--- src/rtl/jtag_pkg.sv ---
// jtag_pkg: TAP state encoding, opcode constants and the IEEE 1149.1 TMS transition table
package jtag_pkg;
  typedef enum logic [3:0] {
    EXIT2_DR   = 4'h0,
    EXIT1_DR   = 4'h1,
    SHIFT_DR   = 4'h2,
    PAUSE_DR   = 4'h3,
    SELECT_IR  = 4'h4,
    UPDATE_DR  = 4'h5,
    CAPTURE_DR = 4'h6,
    SELECT_DR  = 4'h7,
    EXIT2_IR   = 4'h8,
    EXIT1_IR   = 4'h9,
    SHIFT_IR   = 4'hA,
    PAUSE_IR   = 4'hB,
    RTI        = 4'hC,
    UPDATE_IR  = 4'hD,
    CAPTURE_IR = 4'hE,
    TLR        = 4'hF
  } tap_state_e;

  localparam int IR_IDCODE    = 1;
  localparam int IR_USER_BASE = 2;

  function automatic tap_state_e next_state(input tap_state_e s, input logic tms);
    case (s)
      TLR:        return tms ? TLR       : RTI;
      RTI:        return tms ? SELECT_DR : RTI;
      SELECT_DR:  return tms ? SELECT_IR : CAPTURE_DR;
      CAPTURE_DR: return tms ? EXIT1_DR  : SHIFT_DR;
      SHIFT_DR:   return tms ? EXIT1_DR  : SHIFT_DR;
      EXIT1_DR:   return tms ? UPDATE_DR : PAUSE_DR;
      PAUSE_DR:   return tms ? EXIT2_DR  : PAUSE_DR;
      EXIT2_DR:   return tms ? UPDATE_DR : SHIFT_DR;
      UPDATE_DR:  return tms ? SELECT_DR : RTI;
      SELECT_IR:  return tms ? TLR       : CAPTURE_IR;
      CAPTURE_IR: return tms ? EXIT1_IR  : SHIFT_IR;
      SHIFT_IR:   return tms ? EXIT1_IR  : SHIFT_IR;
      EXIT1_IR:   return tms ? UPDATE_IR : PAUSE_IR;
      PAUSE_IR:   return tms ? EXIT2_IR  : PAUSE_IR;
      EXIT2_IR:   return tms ? UPDATE_IR : SHIFT_IR;
      UPDATE_IR:  return tms ? SELECT_DR : RTI;
      default:    return TLR;
    endcase
  endfunction
endpackage

--- src/rtl/jtag_pin_sync.sv ---
// jtag_pin_sync: multi-flop synchroniser for the JTAG pins; bit 0 is tck and yields rise/fall strobes
module jtag_pin_sync #(
  parameter int N      = 3,
  parameter int STAGES = 2
) (
  input  logic         clk,
  input  logic         rst_n,
  input  logic [N-1:0] pins,
  output logic [N-1:0] pins_s,
  output logic         tck_rise,
  output logic         tck_fall
);
  logic [STAGES-1:0][N-1:0] q;
  logic tck_q;
  always_ff @(posedge clk)
    if (!rst_n) begin
      q     <= '0;
      tck_q <= 1'b0;
    end else begin
      q     <= {q[STAGES-2:0], pins};
      tck_q <= q[STAGES-1][0];
    end
  assign pins_s   = q[STAGES-1];
  assign tck_rise = pins_s[0] & ~tck_q;
  assign tck_fall = ~pins_s[0] & tck_q;
endmodule

--- src/rtl/jtag_tap_oversampled.sv ---
// jtag_tap_oversampled: system-clock oversampled TAP with IDCODE, BYPASS and user DRs.
// JTAG_TRST_EN adds a synchronised trst_n input forcing Test-Logic-Reset.
module jtag_tap_oversampled
  import jtag_pkg::*;
#(
  parameter int          IR_WIDTH      = 4,
  parameter logic [31:0] IDCODE        = 32'h1000_0CE5,
  parameter int          NUM_USER_DR   = 2,
  parameter int          USER_DR_WIDTH = 8,
  parameter int          SYNC_STAGES   = 2
) (
  input  logic                                 clk,
  input  logic                                 rst_n,
  input  logic                                 tck,
  input  logic                                 tms,
  input  logic                                 tdi,
`ifdef JTAG_TRST_EN
  input  logic                                 trst_n,
`endif
  input  logic [NUM_USER_DR*USER_DR_WIDTH-1:0] user_capture,
  output logic                                 tdo,
  output logic                                 tdo_oe,
  output logic [USER_DR_WIDTH-1:0]             user_update,
  output logic [NUM_USER_DR-1:0]               user_update_sel,
  output logic [IR_WIDTH-1:0]                  ir_value,
  output logic [3:0]                           tap_state
);
  tap_state_e state;
  logic [31:0] sr, cap, shifted;
  logic [NUM_USER_DR-1:0] uhot;
  logic [5:0] len;
  logic [4:0] sh;
  logic tck_rise, tck_fall, tms_s, tdi_s, trst_s, shifting;
`ifdef JTAG_TRST_EN
  logic [3:0] pins_s;
  // trst is inverted before syncing so the cleared synchroniser reads as "not asserted"
  jtag_pin_sync #(.N(4), .STAGES(SYNC_STAGES)) u_sync (
    .clk(clk), .rst_n(rst_n), .pins({~trst_n, tdi, tms, tck}),
    .pins_s(pins_s), .tck_rise(tck_rise), .tck_fall(tck_fall)
  );
  assign trst_s = pins_s[3];
`else
  logic [2:0] pins_s;
  jtag_pin_sync #(.N(3), .STAGES(SYNC_STAGES)) u_sync (
    .clk(clk), .rst_n(rst_n), .pins({tdi, tms, tck}),
    .pins_s(pins_s), .tck_rise(tck_rise), .tck_fall(tck_fall)
  );
  assign trst_s = 1'b0;
`endif
  assign tms_s     = pins_s[1];
  assign tdi_s     = pins_s[2];
  assign tap_state = state;
  assign shifting  = state == SHIFT_IR || state == SHIFT_DR;
  always_comb begin
    uhot = '0;
    cap  = ir_value == IR_WIDTH'(IR_IDCODE) ? IDCODE : 32'd0;
    len  = ir_value == IR_WIDTH'(IR_IDCODE) ? 6'd32 : 6'd1;
    for (int k = 0; k < NUM_USER_DR; k++)
      if (int'(ir_value) == IR_USER_BASE + k) begin
        uhot[k] = 1'b1;
        cap     = 32'(user_capture[k*USER_DR_WIDTH +: USER_DR_WIDTH]);
        len     = 6'(USER_DR_WIDTH);
      end
    if (state == SHIFT_IR) len = 6'(IR_WIDTH);
    sh      = 5'(len - 6'd1);
    // shared register: tdi enters at the top of the active chain, bits above it stay clear
    shifted = (32'(tdi_s) << sh) | ((sr >> 1) & ((32'd1 << sh) - 32'd1));
  end
  always_ff @(posedge clk)
    if (!rst_n) begin
      state           <= TLR;
      ir_value        <= IR_WIDTH'(IR_IDCODE);
      sr              <= '0;
      tdo             <= 1'b0;
      tdo_oe          <= 1'b0;
      user_update     <= '0;
      user_update_sel <= '0;
    end else begin
      user_update_sel <= '0;
      if (trst_s) begin
        state    <= TLR;
        ir_value <= IR_WIDTH'(IR_IDCODE);
        tdo_oe   <= 1'b0;
      end else if (tck_rise) begin
        state <= next_state(state, tms_s);
        if (next_state(state, tms_s) == TLR) ir_value <= IR_WIDTH'(IR_IDCODE);
        if (state == CAPTURE_IR) sr <= 32'd1;
        if (state == CAPTURE_DR) sr <= cap;
        if (shifting) sr <= shifted;
      end else if (tck_fall) begin
        tdo_oe <= shifting;
        if (shifting) tdo <= sr[0];
        if (state == UPDATE_IR) ir_value <= sr[IR_WIDTH-1:0];
        if (state == UPDATE_DR && |uhot) begin
          user_update     <= sr[USER_DR_WIDTH-1:0];
          user_update_sel <= uhot;
        end
      end
    end
endmodule

--- config.mk ---
export PLATFORM = sky130hd
export DESIGN_NAME = jtag_tap_oversampled
export DESIGN_NICKNAME = d
export VERILOG_FILES = /design/src/rtl/jtag_pkg.sv /design/src/rtl/jtag_pin_sync.sv /design/src/rtl/jtag_tap_oversampled.sv
export SDC_FILE = /design/constraint.sdc
export NUM_CORES = 1
export LEC_CHECK = 0
export CORE_UTILIZATION = 55
export DETAILED_ROUTE_END_ITERATION = 10
export PLACE_DENSITY = 0.92
export SLEW_MARGIN = 20
export SYNTH_ARGS = -nofsm -noshare
export SYNTH_HDL_FRONTEND = slang
export SYNTH_HIERARCHICAL = 1
export SYNTH_SLANG_ARGS = --single-unit
--- constraint.sdc ---
create_clock -name clk -period 7.7 [get_ports clk]
set_input_delay 1.155 -clock clk [delete_from_list [all_inputs] [get_ports clk]]
set_output_delay 1.155 -clock clk [all_outputs]
set_load 0.03 [all_outputs]
Word-level counts from Yosys, hierarchy flattened
Cells that the tools add are included.
{"block": "op_classes", "add_sub_neg": 2, "mul": 0, "div_mod_pow": 0, "order_cmp": 0, "n_eq_ne": 20, "shifts": 2, "muxes": 31, "bitwise_logic": 10, "n_reduce_logical": 16}
{"op": "$mux 32", "n": 3}
{"op": "$mux 29", "n": 3}
{"op": "$pmux 4 s12", "n": 1}
{"op": "$eq 4x4->1 const B", "n": 9}
{"op": "$and 31x32->32", "n": 1}
{"op": "$or 32x32->32", "n": 1}
{"op": "$shl 1x5->32", "n": 1}
{"op": "$shl 1x5->32 const A", "n": 1}
{"op": "$sub 32x1->32 const B", "n": 1}
{"op": "$mux 4", "n": 7}
{"op": "$eq 4x3->1 const B", "n": 6}
{"op": "$mux 5", "n": 3}
{"op": "$mux 2", "n": 6}
{"op": "$mux 3", "n": 4}
{"op": "$reduce_and 3->1", "n": 3}
{"op": "$eq 4x1->1 const B", "n": 2}
{"op": "$eq 4x2->1 const B", "n": 2}
{"op": "$not 1->1", "n": 6}
{"op": "$reduce_or 2->1", "n": 3}
{"op": "$sub 5x1->5 const B", "n": 1}
{"op": "$logic_not 4->1", "n": 1}
{"op": "$mux 1", "n": 4}
{"op": "$reduce_and 2->1", "n": 2}
{"op": "$reduce_bool 2->1", "n": 2}
{"op": "7 further kinds", "n": 8}
{"block": "totals", "regBits": 59, "latch_bits": 0, "ram_bits": 0, "mem_bits_ro": 0, "inputBits": 21, "word_cells": 91, "memories": 0}

Longest topological paths before layout
{"block": "logic_depth", "ltp_word": 11, "depth_mapped": 15, "depth_no_buf": 12}

Hierarchy
The synthesis kept the hierarchy.
{"module": "jtag_tap_oversampled", "instances": 1, "cells_each": 343, "area_per_inst_um2": 2757.6, "seq_area_each_um2": 1041.0}
{"module": "jtag_pin_sync", "instances": 1, "cells_each": 19, "area_per_inst_um2": 219.0, "seq_area_each_um2": 140.1}

Worst setup path before layout
No wires, ideal clock.
{"block": "synth_timing", "path_kind": "register -> register", "start": "register state[3] (netlist: tap_state[3])", "end": "register sr[23]", "arrival_time_ns": 3.130, "required_time_ns": 7.624, "slack_ns": 4.495, "path_stages_with_launch": 13, "path_cell_list": "dfxtp_1 -> nor4bb_1 -> clkbuf_1 -> nor2_1 -> ha_1 -> clkbuf_1 -> nand3_1 -> inv_1 -> ha_1 -> or4_1 -> a21oi_1 -> nand4_1 -> a21boi_0"}
{"block": "synth_between", "elab_chain_cells": 8}
{"element": "start: declaration", "line_no": "jtag_tap_oversampled.sv:28", "text": "tap_state_e state;"}
{"element": "start signal: assignment", "line_no": "jtag_tap_oversampled.sv:85", "text": "state <= next_state(state, tms_s);"}
{"element": "$eq 4x4->1", "line_no": "jtag_tap_oversampled.sv:53, jtag_tap_oversampled.sv:64"}
{"element": "$mux 5", "line_no": "jtag_tap_oversampled.sv:64", "text": "if (state == SHIFT_IR) len = 6'(IR_WIDTH);"}
{"element": "$sub 5x1->5", "line_no": "jtag_tap_oversampled.sv:65", "text": "sh = 5'(len - 6'd1);"}
{"element": "$shl 1x5->32", "line_no": "jtag_tap_oversampled.sv:67", "text": "shifted = (32'(tdi_s) << sh) | ((sr >> 1) & ((32'd1 << sh) - 32'd1));"}
{"element": "$sub 32x1->32", "line_no": "jtag_tap_oversampled.sv:67"}
{"element": "$and 31x32->32", "line_no": "jtag_tap_oversampled.sv:67"}
{"element": "$or 32x32->32", "line_no": "jtag_tap_oversampled.sv:67"}
{"element": "$mux 32", "line_no": "jtag_tap_oversampled.sv:89", "text": "if (shifting) sr <= shifted;"}
{"element": "end signal: assignment", "line_no": "jtag_tap_oversampled.sv:88", "text": "if (state == CAPTURE_DR) sr <= cap;"}
{"element": "end signal: assignment", "line_no": "jtag_tap_oversampled.sv:89"}
{"element": "end: declaration", "line_no": "jtag_tap_oversampled.sv:29", "text": "logic [31:0] sr, cap, shifted;"}
Several ways; a longest one is shown, not always the timed one.
A chain may end at the register's enable or synchronous reset.

Final worst setup path
Ends and elaborated chain as after synthesis.

==> run summary <==
Setup repair after global routing left no endpoint under its margin. The number of hold violations in the final report is 0. Global routing used 43.8% of the available met2 tracks. The area added between synthesis and finish is 20.6%. The total via count after detailed routing is 2,797.

For the worst setup path, the data arrival time is 3.85 ns. The worst register-to-register path has a setup slack of 4.12 ns. The tightest min-delay check is of the reg -> reg type. The post-route fraction of the period consumed by the critical path came out at 46.4%. The worst relative slew slack came out at 48.9%. Timing analysis after detailed placement gives a worst setup slack of 4.21 ns. The first global-routing pass estimated 11.6 mm of wire. Input and output buffers added on the ports amount to 40. The fraction of layout instances using a drive strength above 1 came out at 6.63%. The number of buffers created by CTS is 9. The deepest level of the CTS H-tree is 3.

The worst path meets setup with 4.12 ns of slack. The total inserted antenna cells came out at 0. The count of final max-slew check failures was 0.

In this run the most used layer during global routing was met2. The endpoint with the worst hold slack is u_sync/pins_s[1]. Counting the fill cells in the layout gives 419. Routability-driven placement finished with a final weighted congestion of 1.03. Leaving out fill and tap cells, the most frequent cells in the layout are sky130_fd_sc_hd__dfxtp_1, sky130_fd_sc_hd__clkdlybuf4s50_1, sky130_fd_sc_hd__nand2_1.

The achievable frequency is 280 MHz. The top-level I/O count came out at 41. The worst register-to-register path ends at sr[23].

The run finished with clean final reports. The number of cell instances on the worst register-to-register path is 12. The synthesized area per cell came out at 8.22 um2. After synthesis the cells add up to 0.00297 mm2. The largest net degree at the start of global routing is 66. Once layout is done, the placed cells without fillers occupy 0.00358 mm2. The max-cap check violation count came out at 0. The setup path with the least slack is of type reg -> reg. The starting density of the core is 57.8%. The final number of setup-violating endpoints is 0.

STA classifies the critical path startpoint as a flip-flop. The minimum period implied by the final worst setup slack is 3.58 ns. The number of global-route vias before repair came to 2,453. The slew of the pin with the lowest slew margin came out at 0.763 ns.

The clock-pin slew of the registers on the worst-case setup and hold paths is 0.06 ns. VDD sags by at most 0.182 mV. The half-perimeter wire length after placement is 4.90 mm. The remaining design rule violation count came out at 0. The number of clock sinks came out at 59. The synthesis warning total is 6.

The total core area came out at 0.00514 mm2. The total global routing overflow is 0. The number of antenna violations at the first check in global routing is 0. From bottom edge to top edge, the die measures 75.5 um. In this run the clock root is driven by a sky130_fd_sc_hd__clkbuf_8. Leaving out fill and tap cells, the most frequent cell in the layout is sky130_fd_sc_hd__dfxtp_1. The antenna violation net count after detailed routing came out at 0. The total negative slack came out at 0 ns. The largest fanout on the critical path is 18. The final wirelength is 7.55 mm. The gate count of the mapped netlist came out at 361. Row generation in the floorplan step produced 26 rows. The number of buffers on the longest clock path is 2. The aggregate global-route resource usage is 27.5%. In this run the most critical hold path is launched from u_sync/q[1]. Global routing used 34.2% of the available met1 tracks. The post-cts sizing count came out at 0. For this run, global-route usage on met3 was measured as 5.16%. The chip width is 75.5 um. Hold repair after CTS inserted 0 buffers. In this run the static leakage power is 1.42 nW. The via density per instance is 6.05. The clock insertion delay at the later pin of the skew report is 0.35 ns. Along the worst hold path, the cell count comes to 1. The post-CTS setup buffer count came out at 0. For this block, the initial DRC count from the detailed router was 265. TritonCTS built the clock tree. After detailed routing, the average wire length per cell comes to 16.3 um. The clock arrives with 0.00734 ns of skew. The standard cell area after detailed placement is 0.00337 mm2. The critical path data required time is 7.97 ns. Power spread over the standard cell area amounts to 184 mW/mm2. The first detailed-routing pass took 5 iterations. The final design utilization is 69.6%. The net count of the finished layout is 413. The synthesized net count is 386. The full die area came out at 0.00570 mm2. The worst register-to-register path begins at tap_state[3].

STA classifies the critical path endpoint as a flip-flop.
==> area by class of cell <==
class	instances	area (um2)	share of cell area [%]
clock inverters	1	30.0	0.839
inverters	8	30.0	0.839
repair buffers	45	438	12.2
clock buffers	14	183	5.10
multi-input cells	265	1630	45.5
flip-flops and latches	59	1180	33.0
well taps	70	87.6	2.45
==> layer usage <==
| layer | up-vias | share of wire, % |
|---|---|---|
| met3 | 30 | 5.9 |
| li1 | 1340 | - |
| met4 | 0 | 3.8 |
| met2 | 134 | 47 |
| met1 | 1293 | 43 |
| met5 | - | 0 |
==> critical path: stages (launching register included) <==
cell and delay (ns):
sky130_fd_sc_hd__dfxtp_1 0.67, sky130_fd_sc_hd__nor4bb_1 0.37, sky130_fd_sc_hd__buf_4 0.23, sky130_fd_sc_hd__inv_1 0.19, sky130_fd_sc_hd__nand2_1 0.20, sky130_fd_sc_hd__ha_1 0.35, sky130_fd_sc_hd__nand3_1 0.14, sky130_fd_sc_hd__inv_1 0.06
sky130_fd_sc_hd__ha_1 0.26, sky130_fd_sc_hd__or4_1 0.52, sky130_fd_sc_hd__a21oi_1 0.22, sky130_fd_sc_hd__nand4_1 0.12, sky130_fd_sc_hd__a21boi_0 0.16
==> state kept, by name, indices dropped and copies added (netlist names) <==
register and cells:
u_sync/tck_q 1, tdo_oe 1, user_update 8, tap_state 4
u_sync/q 3, sr 32, user_update_sel 2, u_sync/pins_s 3
tdo 1, ir_value 4
==> stage by stage <==
stage	power [W]	std cells	hold slack, ns
final	0.000658	462	0.432
after detailed placement	0.000364	447	0.419
after CTS	0.000660	462	0.430
after global routing	0.000677	462	0.442
after floorplan	0.000346	361	0.412
after global placement	0.000363	447	0.413
==> worst max-delay path by stage <==
stage                       startpoint      to  cells after the start
after floorplan           tap_state[3]  sr[23]                     12
after global placement    tap_state[3]  sr[23]                     12
after detailed placement  tap_state[3]  sr[23]                     12
after CTS                 tap_state[3]  sr[23]                     12
after global routing      tap_state[3]  sr[23]                     12
final                     tap_state[3]  sr[23]                     12
==> report_power, final <==
| part | leakage [nW] | total, W | switching, W | internal (W) |
|---|---|---|---|---|
| Clock | 0.109 | 0.000300 | 0.000117 | 0.000183 |
| Sequential | 0.477 | 0.000316 | 0.00000728 | 0.000309 |
| Combinational | 0.830 | 0.0000425 | 0.0000209 | 0.0000216 |
(Power assumes the default switching activity.)
